<file path="src/rtl/frame_render_sequencer.sv">
// Frame sequencer: on a frame tick it kicks game logic, then sweeps every
// (qx,qy) in raster order and streams the renderer's colours out over a valid/ready plot port.
module frame_render_sequencer #(
  parameter int XMAX = 159,
  parameter int YMAX = 119
) (
  input  logic       clk,
  input  logic       resetn,
  input  logic       enable,
  input  logic       frameTick,
  output logic       logicStart,
  input  logic       logicDone,
  output logic [7:0] qx,
  output logic [7:0] qy,
  input  logic [2:0] pixColor,
  output logic [7:0] x,
  output logic [7:0] y,
  output logic [2:0] color,
  output logic       plotValid,
  input  logic       plotReady,
  output logic       busy,
  output logic       frameDone,
  output logic [7:0] overrunCount,
  output logic [2:0] state_dbg
);

  // Plot handshake: x/y/color are meaningful while plotValid is high and
  // hold unchanged until the cycle where plotValid && plotReady transfers them.

  localparam logic [7:0] XLAST = 8'(XMAX);
  localparam logic [7:0] YLAST = 8'(YMAX);

  typedef enum logic [2:0] {
    S_IDLE       = 3'd0,
    S_UPDATE     = 3'd1,
    S_WAIT_LOGIC = 3'd2,
    S_SWEEP      = 3'd3,
    S_DRAIN      = 3'd4,
    S_DONE       = 3'd5
  } state_t;

  state_t     state_q, state_d;
  logic [7:0] qx_q, qx_d;
  logic [7:0] qy_q, qy_d;
  logic [7:0] x_q, x_d;
  logic [7:0] y_q, y_d;
  logic [2:0] color_q, color_d;
  logic       plot_valid_q, plot_valid_d;
  logic [7:0] overrun_q, overrun_d;

  logic advance;
  logic last_query;

  // The output register can take a new pixel when it is empty or being drained this cycle.
  assign advance    = (state_q == S_SWEEP) && (!plot_valid_q || plotReady);
  assign last_query = (qx_q == XLAST) && (qy_q == YLAST);

  always_ff @(posedge clk) begin
    if (!resetn) begin
      state_q <= S_IDLE;
    end else begin
      state_q <= state_d;
    end
  end

  always_comb begin
    state_d = state_q;
    case (state_q)
      S_IDLE:       if (frameTick && enable) state_d = S_UPDATE;
      S_UPDATE:     state_d = S_WAIT_LOGIC;
      S_WAIT_LOGIC: if (logicDone) state_d = S_SWEEP;
      S_SWEEP:      if (advance && last_query) state_d = S_DRAIN;
      S_DRAIN:      if (plotReady) state_d = S_DONE;
      S_DONE:       state_d = S_IDLE;
      default:      state_d = S_IDLE;
    endcase
  end

  always_comb begin
    logicStart = (state_q == S_UPDATE);
    frameDone  = (state_q == S_DONE);
    busy       = (state_q != S_IDLE);
    state_dbg  = state_q;
  end

  always_comb begin
    qx_d         = qx_q;
    qy_d         = qy_q;
    x_d          = x_q;
    y_d          = y_q;
    color_d      = color_q;
    plot_valid_d = plot_valid_q;
    overrun_d    = overrun_q;

    if ((state_q == S_WAIT_LOGIC) && logicDone) begin
      qx_d = 8'd0;
      qy_d = 8'd0;
    end

    if (advance) begin
      x_d          = qx_q;
      y_d          = qy_q;
      color_d      = pixColor;
      plot_valid_d = 1'b1;
      if (qx_q == XLAST) begin
        qx_d = 8'd0;
        qy_d = (qy_q == YLAST) ? 8'd0 : qy_q + 8'd1;
      end else begin
        qx_d = qx_q + 8'd1;
      end
    end

    if ((state_q == S_DRAIN) && plotReady) begin
      plot_valid_d = 1'b0;
    end

    // Ticks that arrive while a frame is in flight are dropped and counted.
    if (frameTick && (state_q != S_IDLE) && (overrun_q != 8'hFF)) begin
      overrun_d = overrun_q + 8'd1;
    end
  end

  always_ff @(posedge clk) begin
    if (!resetn) begin
      qx_q         <= 8'd0;
      qy_q         <= 8'd0;
      x_q          <= 8'd0;
      y_q          <= 8'd0;
      color_q      <= 3'd0;
      plot_valid_q <= 1'b0;
      overrun_q    <= 8'd0;
    end else begin
      qx_q         <= qx_d;
      qy_q         <= qy_d;
      x_q          <= x_d;
      y_q          <= y_d;
      color_q      <= color_d;
      plot_valid_q <= plot_valid_d;
      overrun_q    <= overrun_d;
    end
  end

  assign qx           = qx_q;
  assign qy           = qy_q;
  assign x            = x_q;
  assign y            = y_q;
  assign color        = color_q;
  assign plotValid    = plot_valid_q;
  assign overrunCount = overrun_q;

endmodule
</file>
<file path="config.mk">
export PLATFORM = sky130hd
export DESIGN_NAME = frame_render_sequencer
export DESIGN_NICKNAME = d
export VERILOG_FILES = /design/src/rtl/frame_render_sequencer.sv
export SDC_FILE = /design/constraint.sdc
export NUM_CORES = 1
export LEC_CHECK = 0
export CAP_MARGIN = 30
export CORE_MARGIN = 4
export CORE_UTILIZATION = 43
export CTS_CLUSTER_DIAMETER = 80
export DETAILED_ROUTE_END_ITERATION = 10
export PLACE_DENSITY_LB_ADDON = 0.08
export SETUP_SLACK_MARGIN = 0.3
export SKIP_LAST_GASP = 1
export SYNTH_ARGS = -nofsm -noshare
export SYNTH_HDL_FRONTEND = slang
export SYNTH_SLANG_ARGS = --single-unit
</file>
<file path="constraint.sdc">
create_clock -name clk -period 1.78 [get_ports clk]
set_input_delay 0.445 -clock clk [delete_from_list [all_inputs] [get_ports clk]]
set_output_delay 0.445 -clock clk [all_outputs]
set_load 0.03 [all_outputs]
</file>
==> metrics.md, run 1 <==
| Metric | Value |
|---|---|
| Status | finished clean |
| Final worst-path cycle share | 95.2% |
| Crit path to | busy |
| YS warnings | 0 |
| Most used flip-flop cell after synthesis | dfxtp_1 |
| I/O pin count | 59 |
| Cell count after synthesis | 262 |
| Max VDD drop | 480 uV |
| Number of placement rows | 25 |
| Avg WL per Cell | 16.1 um |
| Slew @ Worst Pin | 0.399 ns |
| CTS tree | yes |
| Die Wd | 79.6 um |
| Clock buffers created by TritonCTS | 5 |
| Fin nets | 378 |
| Final setup fails | 0 |
| Syn Area/Cell | 8.41 um2 |
| Max Cap Viol | 0 |
| Routability cong. | 0.796 |
| Top cells by area, synth | dfxtp_1, nand2_1, a21oi_1 |
| Max Fclk | 590 MHz |
| CTS Buffer Depth | 2 |
| Layout cells sized above 1 | 48.2% |
| Worst hold path type | reg2reg |
| First-pass GRT wire length | 10600 um |
| # DRC | 0 |
| Crit Path Category | reg2out |
| Post-synthesis sequential area ratio | 42.7% |
| Clock sinks | 47 |
| Syn_nets | 274 |
| Initial antenna violation count | 0 |
| Number of diodes | 0 |
| Design Area, Final | 3460 um2 |
| Final-report max-slew violation count | 0 |
| Antenna viol nets, final | 0 |
| Number of flops mapped to enable cells by yosys | 0 |
| PD cells | 564 nW/um2 |
| DRT Wirelength | 6980 um |
| Crit. End Element | output pin |
| Slew Limit Headroom | 73.3% |
| Leakage Power | 1.38 nW |
| Port bufs | 58 |
| Clock transition at path regs | 0.09 ns |
| Core area | 4850 um2 |
| Crit path launch type | register |
| Arrival @ worst endpoint | 1.25 ns |
| Setup WS post-layout | 0.0858 ns |
| Critical R2R Capture | overrunCount[7]$_SDFFE_PN0P_ |
| Synth area leader | dfxtp_1 |
| Worst Path Required | 1.33 ns |
| Die area | 6340 um2 |
| R2R depth | 7 |
| H-tree depth | 2 |
| Post-synth ARST share | 0% |
| DPL Wire Length | 4150 um |
| Dpl ws | -0.397 ns |
| #FFs+latches synth | 47 |
| Via/cell ratio | 5.75 |
| CP Launch Point | state_dbg[2]$_SDFFE_PN0P_ |
| RSZ-0062 raised after global routing | yes |
| Starting Density | 45.5% |
| All-layer global routing usage | 20.9% |
| Synth Cell Area | 2200 um2 |
| Pin count of the biggest net entering global routing | 29 |
| Total congestion overflow | 0 |
| Clock skew | 0.00456 ns |
| Flop2flop setup slack | 0.19 ns |
| # hold bufs at CTS | 0 |
| Root Buffer | clkbuf_8 |
| Distinct cells, synth | 47 |
| Worst skew pair latency | 0.30 ns |
| Area growth syn-to-layout | 57.0% |
| Detailed-route via count | 2496 |
| Placed cell areas | 3040 um2 |
| DIE HEIGHT | 79.6 um |
| WHS | 0.456 ns |
| Worst r2r src | state_dbg[2]$_SDFFE_PN0P_ |
| Final hold vios | 0 |
| Area share of the largest cell type after synthesis | 42.7% |
| Final period demand of the worst path | 1.69 ns |
| FILL cells | 396 |
| Drt pass-1 iters | 5 |
| Initial DRC count | 152 |
| Worst-path maximum fanout | 4 |
| Vias in the first global route | 2266 |
-- cell families (layout without fill, tap and decap cells) --
logic type | count (synthesis) | after routing | share of synthesized area, %
adders and majority gates | 3 | 3 | 1.70
muxes | 2 | 2 | 0.965
xor gates and xnor gates | 4 | 4 | 1.59
DFF | 47 | 47 | 42.7
and+or+nand+nor | 122 | 123 | 29.9
AOI/OAI and AO/OA | 66 | 66 | 19.0
buffers and inverters | 18 | 122 | 4.20
-- sequential cells by signal (all words and copies together), names as in the netlist --
| signal | count |
|---|---|
| overrunCount | 8 |
| qx | 8 |
| x | 8 |
| state_dbg | 3 |
| color | 3 |
| plotValid | 1 |
| y | 8 |
| qy | 8 |
-- synthesized netlist by cell type (2+ instances only) --
master / number
a31oi_1: 5
buf_6: 2
o211a_1: 3
and4_1: 2
or4_1: 4
or3_1: 6
buf_4: 2
nand4_1: 8
o211ai_1: 5
dfxtp_1: 47
o31ai_1: 3
nor2b_1: 2
nor3_1: 7
clkbuf_1: 10
a21oi_1: 32
nand3_1: 16
and3_1: 3
nand2b_1: 2
nand3b_1: 3
nor3b_1: 4
a41oi_1: 2
o21ai_0: 5
a311oi_1: 4
xor2_1: 4
nand2_1: 51
ha_1: 3
nor2_1: 6
buf_2: 2
-- area by class of cell --
type / instances / area [um2] / area share [%]
multi-input combinational: 198 / 1450 / 41.9
sequential: 47 / 987 / 28.5
timing repair buffer: 112 / 846 / 24.4
tap: 67 / 83.8 / 2.42
clock buffer: 5 / 68.8 / 1.99
clock inverter: 3 / 20.0 / 0.578
inverter: 2 / 7.51 / 0.217
-- layout by cell type (no fill, tap or decap), drive strengths merged, types with 5 or more instances in the layout --
master / n
a21oi: 32
o21ai: 6
nand2: 51
nor3: 7
nor2: 8
or3: 6
clkbuf: 28
buf: 77
a31oi: 5
o211ai: 5
nand3: 16
nand4: 8
dfxtp: 47
clkdlybuf4s50: 7
-- repair_timing --
action,CTS,global route
resized for setup,176,78
buffers inserted,21,10
cloned,0,1
hold endpoints to repair,0,0
endpoints found under the setup margin,94,62
pin swaps,21,17
-- metrics by stage --
| step | instances | TNS, ns | utilization (%) | power (W) |
|---|---|---|---|---|
| 3_5_place_dp | 394 | -10.36 | 62.7 | 0.00129 |
| 6_report | 434 | 0 | 71.4 | 0.00195 |
| 3_3_place_gp | 394 | -9.10 | 62.7 | 0.00129 |
| 4_1_cts | 423 | 0 | 70.8 | 0.00196 |
| 5_1_grt | 434 | 0 | 71.4 | 0.00204 |
| 2_1_floorplan | 262 | 0 | - | 0.00121 |
-- power breakdown --
part | total, W | internal (W) | switching [W] | leakage, nW
clock network | 0.000637 | 0.000274 | 0.000363 | 0.0418
logic | 0.000251 | 0.000121 | 0.000130 | 0.945
registers | 0.00107 | 0.00105 | 0.0000159 | 0.391
-- routing by layer --
metal | wire length [um] | global-route usage (%) | up-vias | part of all wire [%]
met3 | 513 | 5.76 | 7 | 7.4
met5 | 0 | 0 | - | 0
met1 | 2790 | 26.1 | 1218 | 40
met4 | 78 | 6.19 | 0 | 1.1
li1 | - | - | 1174 | -
met2 | 3600 | 35.1 | 97 | 52
-- worst min path at each step --
stage / startpoint / end / slack [ns] / cells past startpoint
floorplan: qx[1]$_SDFFE_PN0P_ / x[1]$_SDFFE_PN0P_ / 0.53 / 2
detailed placement: color[1]$_SDFFE_PN0P_ / color[1]$_SDFFE_PN0P_ / 0.45 / 2
CTS: color[1]$_SDFFE_PN0P_ / color[1]$_SDFFE_PN0P_ / 0.46 / 2
finish: x[0]$_SDFFE_PN0P_ / x[0]$_SDFFE_PN0P_ / 0.46 / 2
global placement: color[2]$_SDFFE_PN0P_ / color[2]$_SDFFE_PN0P_ / 0.44 / 2
global route: x[6]$_SDFFE_PN0P_ / x[6]$_SDFFE_PN0P_ / 0.47 / 2
-- critical path, cell delays in order, from the launching register on --
cell	delay [ns]
dfxtp_2	0.33
buf_6	0.12
or3_4	0.36
buf_6	0.14
(Power assumes the default switching activity.)
==> inputs of run 2 (changes only) <==
- CORE_UTILIZATION: 43 -> 52
- clock period: 1.78 -> 2 ns (I/O delays scaled with it)
==> metrics.md, run 2 (synthesis results as in run 1) <==
| Metric | Value |
|---|---|
| Status | finished clean |
| DIE HEIGHT | 73.1 um |
| Crit Path Category | reg2out |
| Placed cell areas | 2990 um2 |
| Final worst-path cycle share | 87.7% |
| Port bufs | 58 |
| Max Fclk | 570 MHz |
| Max Cap Viol | 0 |
| Final hold vios | 0 |
| Crit. End Element | output pin |
| Core area | 4060 um2 |
| Delay-heaviest family, CP | flip-flops |
| Fin nets | 362 |
| Root Buffer | clkbuf_8 |
| Total congestion overflow | 0 |
| Most common cell after layout, fill and taps aside | nand2_1 |
| Worst hold path type | reg2reg |
| Initial DRC count | 171 |
| Final-report max-slew violation count | 0 |
| Pin count of the biggest net entering global routing | 30 |
| Worst Path Required | 1.50 ns |
| Placed Instances | 376 |
| Leakage Power | 1.39 nW |
| RSZ-0062 raised after global routing | yes |
| All-layer global routing usage | 22.7% |
| Layout Cells excl Fill | 401 |
| Clock sinks | 47 |
| Vias in the first global route | 2066 |
| Worst r2r src | state_dbg[1]$_SDFFE_PN0P_ |
| Clock skew | 0.00605 ns |
| Register area | 975 um2 |
| Worst skew pair latency | 0.30 ns |
| H-tree depth | 2 |
| Slowest CP cell | dfxtp_4 |
| Slew Limit Headroom | 78.8% |
| Layout cells sized above 1 | 27.4% |
| Routability cong. | 0.820 |
| Clock buffers created by TritonCTS | 5 |
| Die area | 5350 um2 |
| Setup WS post-layout | 0.245 ns |
| Final setup fails | 0 |
| Worst-path maximum fanout | 5 |
| CTS tree | yes |
| PD cells | 535 nW/um2 |
| Max VDD drop | 465 uV |
| Arrival @ worst endpoint | 1.25 ns |
| Crit path top cell by count | buf_6 |
| Slew @ Worst Pin | 0.318 ns |
| Avg WL per Cell | 16.1 um |
| Largest stage delay on the critical path | 0.37 ns |
| DPL Wire Length | 4070 um |
| Number of diodes | 0 |
| CTS Buffer Depth | 2 |
| First-pass GRT wire length | 9710 um |
| CP Launch Point | state_dbg[2]$_SDFFE_PN0P_ |
| Area growth syn-to-layout | 48.6% |
| I/O pin count | 59 |
| Dpl ws | -0.118 ns |
| Detailed-route via count | 2329 |
| Via/cell ratio | 5.81 |
| Initial antenna violation count | 0 |
| Cells along the critical path | buf_6 > or3_4 > buf_6 |
| Drt pass-1 iters | 5 |
| Bufs and invs on worst path | 2 |
| Clock transition at path regs | 0.09 ns |
| Final period demand of the worst path | 1.75 ns |
| Starting Density | 54.3% |
| Design Area, Final | 3280 um2 |
| Number of placement rows | 23 |
| # DRC | 0 |
| DRT Wirelength | 6450 um |
| Crit path launch type | register |
| Setup_tns | 0 ns |
| Die Wd | 73.1 um |
| Commonest non-fill, non-tap cells in the layout | nand2_1, dlygate4sd2_1, dfxtp_1 |
| FILL cells | 291 |
| Area occupied by multi-input gates | 1310 um2 |
| Hold Startpoint | color[1]$_SDFFE_PN0P_ |
| Antenna viol nets, final | 0 |
==> run 2: cell count changes in the layout (fill, tap and decap cells not counted), sizes merged, moves of 2 or more <==
cell           previous run  this run
dlygate4sd2               1        42
buf                      77        40
clkbuf                   28        12
clkdlybuf4s15             3         1
==> run 2: final cells by class <==
type / instances / area share, %
multi-input combinational: 198 / 40.1
sequential: 47 / 29.8
inverter: 2 / 0.229
clock inverter: 2 / 0.458
tap: 50 / 1.91
clock buffer: 6 / 2.52
timing repair buffer: 96 / 25.0
==> run 2: worst paths after layout <==
path              depth (start not counted)                      endpoint  slack [ns]
setup reg to reg                          5  overrunCount[3]$_SDFFE_PN0P_        0.31
hold / removal                            2         color[1]$_SDFFE_PN0P_        0.46
setup / recovery                          3                          busy        0.25
hold reg to reg                           2         color[1]$_SDFFE_PN0P_        0.46
==> run 2: what timing repair did <==
item                                    4_1_cts  5_1_grt
hold buffers                                  0        0
gates resized for setup                      62       36
endpoints found under the setup margin       57       47
cloned                                        0        1
setup buffers                                 8        8
pin swaps                                     2       12
==> run 2: power breakdown <==
group / internal, W / switching (W)
combinational: 0.0000825 / 0.000108
clock: 0.000284 / 0.000331
sequential: 0.000934 / 0.0000118
==> run 2: routing by layer <==
layer | vias to the layer above | global-route usage, % | share of wire [%]
li1 | 1138 | - | -
met1 | 1122 | 29.3 | 42
met2 | 65 | 37.4 | 53
met4 | 0 | 8.40 | 0.82
met3 | 4 | 4.13 | 4.7
met5 | - | 0 | 0
==> run 2: per-stage QoR <==
stage	total power (W)	util, %	hold slack (ns)
floorplan	0.00107	-	0.540
global placement	0.00114	73.6	0.442
detailed placement	0.00115	73.6	0.448
CTS	0.00175	77.0	0.459
global route	0.00182	80.7	0.474
finish	0.00175	80.7	0.458
==> run 2: worst register-to-register path, stage by stage, from the launching register on <==
cell and delay, ns:
dfxtp_1 0.43, buf_6 0.20, o31a_1 0.31, o21ai_4 0.12, or4_1 0.50, nand2_1 0.08
==> inputs of run 3 (changes only) <==
- CTS_CLUSTER_DIAMETER: 80 -> default
==> results of run 3 <==
The final DEF is identical to that of run 2; final timing and power are the same.
